==> src/rtl/imem_arbiter.sv <==
`default_nettype none
// ============================================================================
//  Module      : imem_arbiter
//  Description : Arbitrates the single read and single write port of the PIO
//                instruction regfile between up to NUM_FSM fetching state
//                machines (round-robin) and the SPI program loader. At most
//                one access (one write or one fetch) is granted per cycle.
//  Revision    : 1.0  initial release
// ============================================================================
module imem_arbiter #(
    parameter int NUM_FSM = 4,
    parameter int ADDR_W  = 5,
    parameter int DATA_W  = 16
) (
    input  logic                      clk,
    input  logic                      rst,
    // FSM fetch side
    input  logic [NUM_FSM-1:0]        fetch_req,
    input  logic [NUM_FSM*ADDR_W-1:0] fetch_addr,
    output logic [NUM_FSM-1:0]        fetch_valid,
    output logic [DATA_W-1:0]         fetch_data,
    // loader write side
    input  logic                      wr_req,
    input  logic [ADDR_W-1:0]         wr_addr,
    input  logic [DATA_W-1:0]         wr_data,
    output logic                      wr_ack,
    // regfile side
    output logic [ADDR_W-1:0]         rf_read_addr,
    input  logic [DATA_W-1:0]         rf_data_out,
    output logic [ADDR_W-1:0]         rf_write_addr,
    output logic                      rf_write_en,
    output logic [DATA_W-1:0]         rf_data_in
);

    // Width of the round-robin pointer; at least one bit even for tiny configs.
    localparam int c_PTR_W = (NUM_FSM > 1) ? $clog2(NUM_FSM) : 1;
    localparam logic [c_PTR_W-1:0] c_PTR_LAST = c_PTR_W'(NUM_FSM - 1);

    // Kind of access granted in the current cycle.
    typedef enum logic [1:0] {
        SLOT_IDLE  = 2'd0,
        SLOT_READ  = 2'd1,
        SLOT_WRITE = 2'd2
    } slot_e;

    // Registered state
    logic [NUM_FSM-1:0] r_fetch_valid_q;
    logic [DATA_W-1:0]  r_fetch_data_q;
    logic               r_wr_ack_q;
    logic [c_PTR_W-1:0] r_rr_ptr_q;
    logic               r_last_was_wr_q;

    // Next-state values
    logic [NUM_FSM-1:0] w_fetch_valid_d;
    logic [DATA_W-1:0]  w_fetch_data_d;
    logic               w_wr_ack_d;
    logic [c_PTR_W-1:0] w_rr_ptr_d;
    logic               w_last_was_wr_d;

    // Arbitration wires
    logic [NUM_FSM-1:0] w_eff_rd;
    logic               w_eff_wr;
    logic               w_any_rd;
    logic               w_rd_found;
    logic [c_PTR_W-1:0] w_cand_idx;
    logic [c_PTR_W-1:0] w_grant_idx;
    logic [NUM_FSM-1:0] w_grant_onehot;
    logic [c_PTR_W-1:0] w_grant_next;
    slot_e              w_slot;

    // Per-FSM program counters split out of the packed bus
    logic [ADDR_W-1:0]  w_fetch_addr_arr [NUM_FSM];

    for (genvar gi = 0; gi < NUM_FSM; gi++) begin : g_addr_unpack
        assign w_fetch_addr_arr[gi] = fetch_addr[gi*ADDR_W +: ADDR_W];
    end

    // A requester whose response is on the bus this cycle is not eligible;
    // otherwise a held request would be served twice for one handshake.
    always_comb begin
        w_eff_rd = fetch_req & ~r_fetch_valid_q;
        w_eff_wr = wr_req & ~r_wr_ack_q;
        w_any_rd = |w_eff_rd;
    end

    // Round-robin search: first eligible requester at or after the pointer.
    always_comb begin
        w_rd_found  = 1'b0;
        w_grant_idx = '0;
        w_cand_idx  = '0;
        for (int k = 0; k < NUM_FSM; k++) begin
            w_cand_idx = c_PTR_W'((int'(r_rr_ptr_q) + k) % NUM_FSM);
            if (!w_rd_found && w_eff_rd[w_cand_idx]) begin
                w_rd_found  = 1'b1;
                w_grant_idx = w_cand_idx;
            end
        end
    end

    // Winner decode: one-hot response flag and the pointer position after it.
    always_comb begin
        w_grant_onehot = NUM_FSM'(1) << w_grant_idx;
        if (w_grant_idx == c_PTR_LAST) begin
            w_grant_next = '0;
        end else begin
            w_grant_next = w_grant_idx + c_PTR_W'(1);
        end
    end

    // Slot decision: writes win, but never twice running while a fetch waits.
    always_comb begin
        w_slot = SLOT_IDLE;
        if (!rst) begin
            if (w_eff_wr && !(r_last_was_wr_q && w_any_rd)) begin
                w_slot = SLOT_WRITE;
            end else if (w_any_rd) begin
                w_slot = SLOT_READ;
            end
        end
    end

    // Regfile port drive; everything parks at zero when not granted.
    always_comb begin
        rf_read_addr  = '0;
        rf_write_addr = '0;
        rf_write_en   = 1'b0;
        rf_data_in    = '0;
        case (w_slot)
            SLOT_WRITE: begin
                rf_write_en   = 1'b1;
                rf_write_addr = wr_addr;
                rf_data_in    = wr_data;
            end
            SLOT_READ: begin
                rf_read_addr = w_fetch_addr_arr[w_grant_idx];
            end
            default: begin
            end
        endcase
    end

    // Next-state: response pulses last one cycle, fetch_data holds otherwise.
    always_comb begin
        w_fetch_valid_d = '0;
        w_fetch_data_d  = r_fetch_data_q;
        w_wr_ack_d      = 1'b0;
        w_rr_ptr_d      = r_rr_ptr_q;
        w_last_was_wr_d = 1'b0;
        case (w_slot)
            SLOT_WRITE: begin
                w_wr_ack_d      = 1'b1;
                w_last_was_wr_d = 1'b1;
            end
            SLOT_READ: begin
                w_fetch_valid_d = w_grant_onehot;
                w_fetch_data_d  = rf_data_out;
                w_rr_ptr_d      = w_grant_next;
            end
            default: begin
            end
        endcase
    end

    // State register; reset drops any response still in flight.
    always_ff @(posedge clk) begin
        if (rst) begin
            r_fetch_valid_q <= '0;
            r_fetch_data_q  <= '0;
            r_wr_ack_q      <= 1'b0;
            r_rr_ptr_q      <= '0;
            r_last_was_wr_q <= 1'b0;
        end else begin
            r_fetch_valid_q <= w_fetch_valid_d;
            r_fetch_data_q  <= w_fetch_data_d;
            r_wr_ack_q      <= w_wr_ack_d;
            r_rr_ptr_q      <= w_rr_ptr_d;
            r_last_was_wr_q <= w_last_was_wr_d;
        end
    end

    assign fetch_valid = r_fetch_valid_q;
    assign fetch_data  = r_fetch_data_q;
    assign wr_ack      = r_wr_ack_q;

endmodule
`default_nettype wire

==> config.mk <==
export PLATFORM = sky130hd
export DESIGN_NAME = imem_arbiter
export DESIGN_NICKNAME = d
export VERILOG_FILES = /design/src/rtl/imem_arbiter.sv
export SDC_FILE = /design/constraint.sdc
export NUM_CORES = 1
export LEC_CHECK = 0
export BUFFER_PORTS_ARGS = -buffer_cell sky130_fd_sc_hd__buf_2
export CAP_MARGIN = 20
export CELL_PAD_IN_SITES_DETAIL_PLACEMENT = 1
export CELL_PAD_IN_SITES_GLOBAL_PLACEMENT = 2
export CORE_MARGIN = 1.5
export CORE_UTILIZATION = 19
export CTS_CLUSTER_DIAMETER = 120
export DETAILED_ROUTE_END_ITERATION = 8
export GPL_TIMING_DRIVEN = 1
export HOLD_SLACK_MARGIN = 0.08
export PLACE_DENSITY_LB_ADDON = 0.1
export SLEW_MARGIN = 20
export SYNTH_ARGS = -nofsm -noshare
export SYNTH_HDL_FRONTEND = slang
export SYNTH_SLANG_ARGS = --single-unit
==> constraint.sdc <==
create_clock -name clk -period 2.4 [get_ports clk]
set_clock_uncertainty 0.05 [all_clocks]
set_input_delay 0.12 -clock clk [delete_from_list [all_inputs] [get_ports clk]]
set_output_delay 0.12 -clock clk [all_outputs]
set_load 0.05 [all_outputs]
# Yosys cells after proc, flatten, opt, wreduce, memory -nomap -nowiden
# Cells that the tools add are included.
dict set report totals {
  latchBits 0
  ram_bits 0
  input_bits 64
  rom_bits 0
  word_cells 60
  out_inout_bits 48
  reg_bits 23
  memories 0
}
dict set report op_classes {
  n_eq_ne 3
  magnitude_cmp 5
  add_sub_neg 4
  shift 1
  n_reduce_logical 11
  n_div 0
  multipliers 0
  n_mux 26
  bitwise_logic 6
}
# cell n
set op_table {}
lappend op_table {{5-bit two-way mux} 4}
lappend op_table {{16-bit two-way mux} 1}
lappend op_table {{2-bit two-way mux} 7}
lappend op_table {{2-bit by 3-bit < comparator with 1-bit output, second input constant} 4}
lappend op_table {{5-bit binary-select mux with 2-bit select} 1}
lappend op_table {{1-bit two-way mux} 9}
lappend op_table {{1-bit binary-select mux with 2-bit select} 4}
lappend op_table {{1-bit logical AND} 5}
lappend op_table {{2-bit by 1-bit adder with 2-bit output, second input constant} 2}
lappend op_table {{2-bit adder, second input constant} 2}
lappend op_table {{4-bit bitwise AND} 1}
lappend op_table {{2-bit equality test, second input constant} 2}
lappend op_table {{1-bit zero test} 4}
lappend op_table {{4-bit inverter} 1}
lappend op_table {{4-bit OR reduction} 1}
lappend op_table {{1-bit by 2-bit << shifter with 4-bit output, first input constant} 1}
lappend op_table {{3-bit >= comparator, second input constant} 1}
lappend op_table {{2-bit inverter with 3-bit output} 1}
lappend op_table {{2-bit by 1-bit equality test with 1-bit output, second input constant} 1}
lappend op_table {{1-bit inverter} 2}
lappend op_table {{2-bit OR reduction} 1}
lappend op_table {{1-bit bitwise AND} 1}

# Logic depth before layout (Yosys ltp)
dict set report logic_depth {
  word_depth 19
  ltp_mapped 7
  ltp_nobuf 5
}

# Worst setup path before layout
# Ideal clock, no wire load.
dict set report synth_path {
  path_kind {reg-to-output}
  from {register r_fetch_valid_q[0], in the netlist fetch_valid[0]}
  to {output port rf_read_addr[1]}
  slack_ns -0.013
  arrival_time_ns 2.243
  required_ns 2.230
  n_path_buf 2
  path_stages_with_launch 8
  path_cell_list {dfxtp_1 -> and3b_1 -> o21bai_1 -> o311a_2 -> buf_6 -> buf_12 -> mux2i_1 -> o22ai_1}
}
dict set report synth_between {
  elab_chain_cells 19
  elab_cells_between_ends 36
  cone_classes {eq/ne: 1; mux: 22; bitwise: 3; reduce/logical: 10}
}
# element line
set synth_lines {}
lappend synth_lines {{from (decl)} 47} ;# logic [NUM_FSM-1:0] r_fetch_valid_q;
lappend synth_lines {{from (signal assigned)} 173} ;# r_fetch_valid_q <= w_fetch_valid_d;
lappend synth_lines {{4-bit inverter (*)} 81} ;# w_eff_rd = fetch_req & ~r_fetch_valid_q;
lappend synth_lines {{4-bit bitwise AND (*)} 81}
lappend synth_lines {{1-bit binary-select mux with 2-bit select} 93} ;# if (!w_rd_found && w_eff_rd[w_cand_idx]) begin
lappend synth_lines {{1-bit two-way mux (implied by the code)} 93}
lappend synth_lines {{1-bit two-way mux} 93}
lappend synth_lines {{1-bit zero test} 93}
lappend synth_lines {{1-bit logical AND} 93}
lappend synth_lines {{1-bit two-way mux} 93}
lappend synth_lines {{[2 not listed]} --}
lappend synth_lines {{1-bit two-way mux} 93}
lappend synth_lines {{1-bit zero test} 93}
lappend synth_lines {{1-bit logical AND} 93}
lappend synth_lines {{2-bit two-way mux} 93}
lappend synth_lines {{2-bit inverter with 3-bit output (implied by the code)} 135} ;# rf_read_addr = w_fetch_addr_arr[w_grant_idx];
lappend synth_lines {{5-bit binary-select mux with 2-bit select} 135}
lappend synth_lines {{5-bit two-way mux (implied by the code) (2 in series)} 135}
lappend synth_lines {{5-bit two-way mux (*)} 128} ;# case (w_slot)
lappend synth_lines {{to (decl)} 28} ;# output logic [ADDR_W-1:0] rf_read_addr,
# Mark *: on every way between the ends. The rest lies on a longest branch, timed or not. The select of a mux whose other input is x is not followed.

# Worst setup path in the final report
dict set report layout_path {
  from {register r_fetch_valid_q[1], in the netlist fetch_valid[1]}
  to {output port rf_read_addr[4]}
}
# The elaborated chain is that of the path after synthesis.

==> results_dict.tcl <==
set metrics [dict create \
    antenna_found_initial 0 \
    cts_tree "done" \
    cp_max_fo 15 \
    gp_congestion 0.717 \
    core_um2 6280 \
    nNetsFinal 336 \
    cp_data_required_time_ps 2230 \
    hold_viol_final 0 \
    finalWirelength_mm 3.95 \
    cts_setup_buffers 0 \
    cts-root-buf "clkbuf_8" \
    arrival_ps 2010 \
    mostFrequentLayoutCells "111 x buf_2, 23 x dfxtp_1, 21 x and2_1" \
    final_cell_area_um2 2080 \
    synth_area_um2 1220 \
    num_rows 29 \
    placed_cell_area_um2 1860 \
    dr.pass1.iters 2 \
    final_common_cell "buf_2" \
    via_count 1448 \
    clk_pin_slew_ps 80 \
    die_x_um 83.3 \
    start_util 0.195 \
    status "completed" \
    dpl_worst_slack_ps 419 \
    ys_ff_latch 23 \
    drt_iter0_markers 18 \
    pwr_density_cell_nw_per_um2 554 \
    drc 0 \
    io_buffers 111 \
    first_global_vias 1428 \
    insertion_delay_ps 260 \
    critPathCaptureType "primary output" \
    hpwl_mm 2.92 \
    grt_max_degree 37 \
    finalSetupViolations 0 \
    syn_area_per_cell_um2 8.28 \
    synth_edf_count 0 \
    holdCritPathClass "in -> reg" \
    start_kind "flip-flop" \
    peakVddDrop_v 0.000265 \
    yosysWarnings 0 \
    dieArea_um2 6940 \
    avgRoutedWirePerCell_um 11.3 \
    area_delta_synth_final_pct 70.2 \
    async_flop_share 0 \
    crit_type "reg -> out" \
    final_core_util 0.332 \
    fmax_mhz 458 \
    synthFlopType "dfxtp_1" \
    syn_nets 212 \
    rsz0062_at_grt "no" \
    overflow 0 \
    cts_buffers 3 \
    fin_crit_ps 2180 \
    p_leak_nw 1.05 \
    min_period_over_period 0.910 \
    setup_tns_ps 0 \
    cts_max_level 1 \
    pin_count 112 \
    routed_via_density 4.16 \
    synth.distinct_cells 24 \
    tightest_slew_ps 373 \
    layout_setup_ws_ps 216 \
    cts_sinks 23 \
    relSlewSlack 0.751 \
    n_antenna_cell 0 \
    yosysSeqAreaShare 0.376 \
    grt_usage 0.110 \
    die_h_um 83.3 \
    cts_max_path_buffers 2 \
    ant_nets 0 \
    synth_cells 148 \
    drv_cap 0 \
    slew_viol_final 0 \
    drive_above_1_share 0.465 \
    grt_pass1_wl_mm 6.40 \
    nFillCells 805 \
]
==> power by group <==
part	switching (mW)	internal [mW]	leakage, nW
Clock	0.128	0.117	0.0217
Combinational	0.313	0.164	0.842
Sequential	0.0186	0.414	0.190
==> state kept, by name, summed over array words and instances, names as in the netlist <==
name             cells
fetch_data          16
fetch_valid          4
r_rr_ptr_q           2
r_last_was_wr_q      1
==> repair_timing <==
item | 4_1_cts | 5_1_grt
gates resized for setup | 0 | 2
endpoints found under the setup margin | 0 | 5
hold buffers | 16 | 0
hold endpoints to repair | 16 | 0
==> critical path, cell delays in order, from the launching register on <==
cell and delay [ps]:
dfxtp_1 310, nand2b_1 220, o211ai_1 250, o311a_4 390, mux2i_1 260, o22ai_2 90
buf_2 220
==> kinds of logic after synthesis <==
logic type,after synthesis,synth area share
buffers and inverters,12,0.0592
xor gates and xnor gates,1,0.00715
and+or+nand+nor,72,0.327
muxes,10,0.0817
AOI/OAI and AO/OA,30,0.149
DFF,23,0.376
==> through the flow <==
step	hold slack [ps]	cells	total power, mW
2_1_floorplan	179	148	0.785
3_3_place_gp	268	328	0.898
3_5_place_dp	270	328	0.899
4_1_cts	225	348	1.17
5_1_grt	257	348	1.23
6_report	215	348	1.15
==> Yosys cell counts, drive strengths merged, types with 2 or more instances <==
cell,number,share of area
dfxtp,23,0.38
and2,21,0.11
nand2b,19,0.10
nand2,18,0.055
o21ai,18,0.074
mux2i,10,0.082
nor2,7,0.021
buf,5,0.038
clkbuf,5,0.015
nor2b,5,0.026
o22ai,5,0.026
a211oi,2,0.012
inv,2,0.0061
==> final cells by class <==
class | instances | area (um^2) | share of cell area
Tap cell | 77 | 96.3 | 0.0462
Sequential cell | 23 | 460 | 0.221
Clock buffer | 3 | 41.3 | 0.0198
Clock inverter | 1 | 7.51 | 0.00360
Multi-Input combinational cell | 113 | 741 | 0.355
Timing Repair Buffer | 129 | 731 | 0.351
Inverter | 2 | 7.51 | 0.00360
==> layer usage <==
| layer | routed length [um] | track usage | vias to the layer above |
|---|---|---|---|
| li1 | - | - | 738 |
| met1 | 1700 | 0.132 | 627 |
| met2 | 1790 | 0.186 | 81 |
| met3 | 436 | 0.0378 | 2 |
| met4 | 23 | 0.0318 | 0 |
| met5 | 0 | 0 | - |
==> worst paths after layout <==
kind	start	to	slack, ps	cells after the start
setup / recovery	fetch_valid[1]	rf_read_addr[4]	220	6
hold / removal	rst	r_last_was_wr_q	210	2
setup reg to reg	fetch_valid[3]	r_rr_ptr_q[0]	680	6
hold reg to reg	fetch_data[13]	fetch_data[13]	420	2
Note: power is estimated with default switching activity, not from simulation.
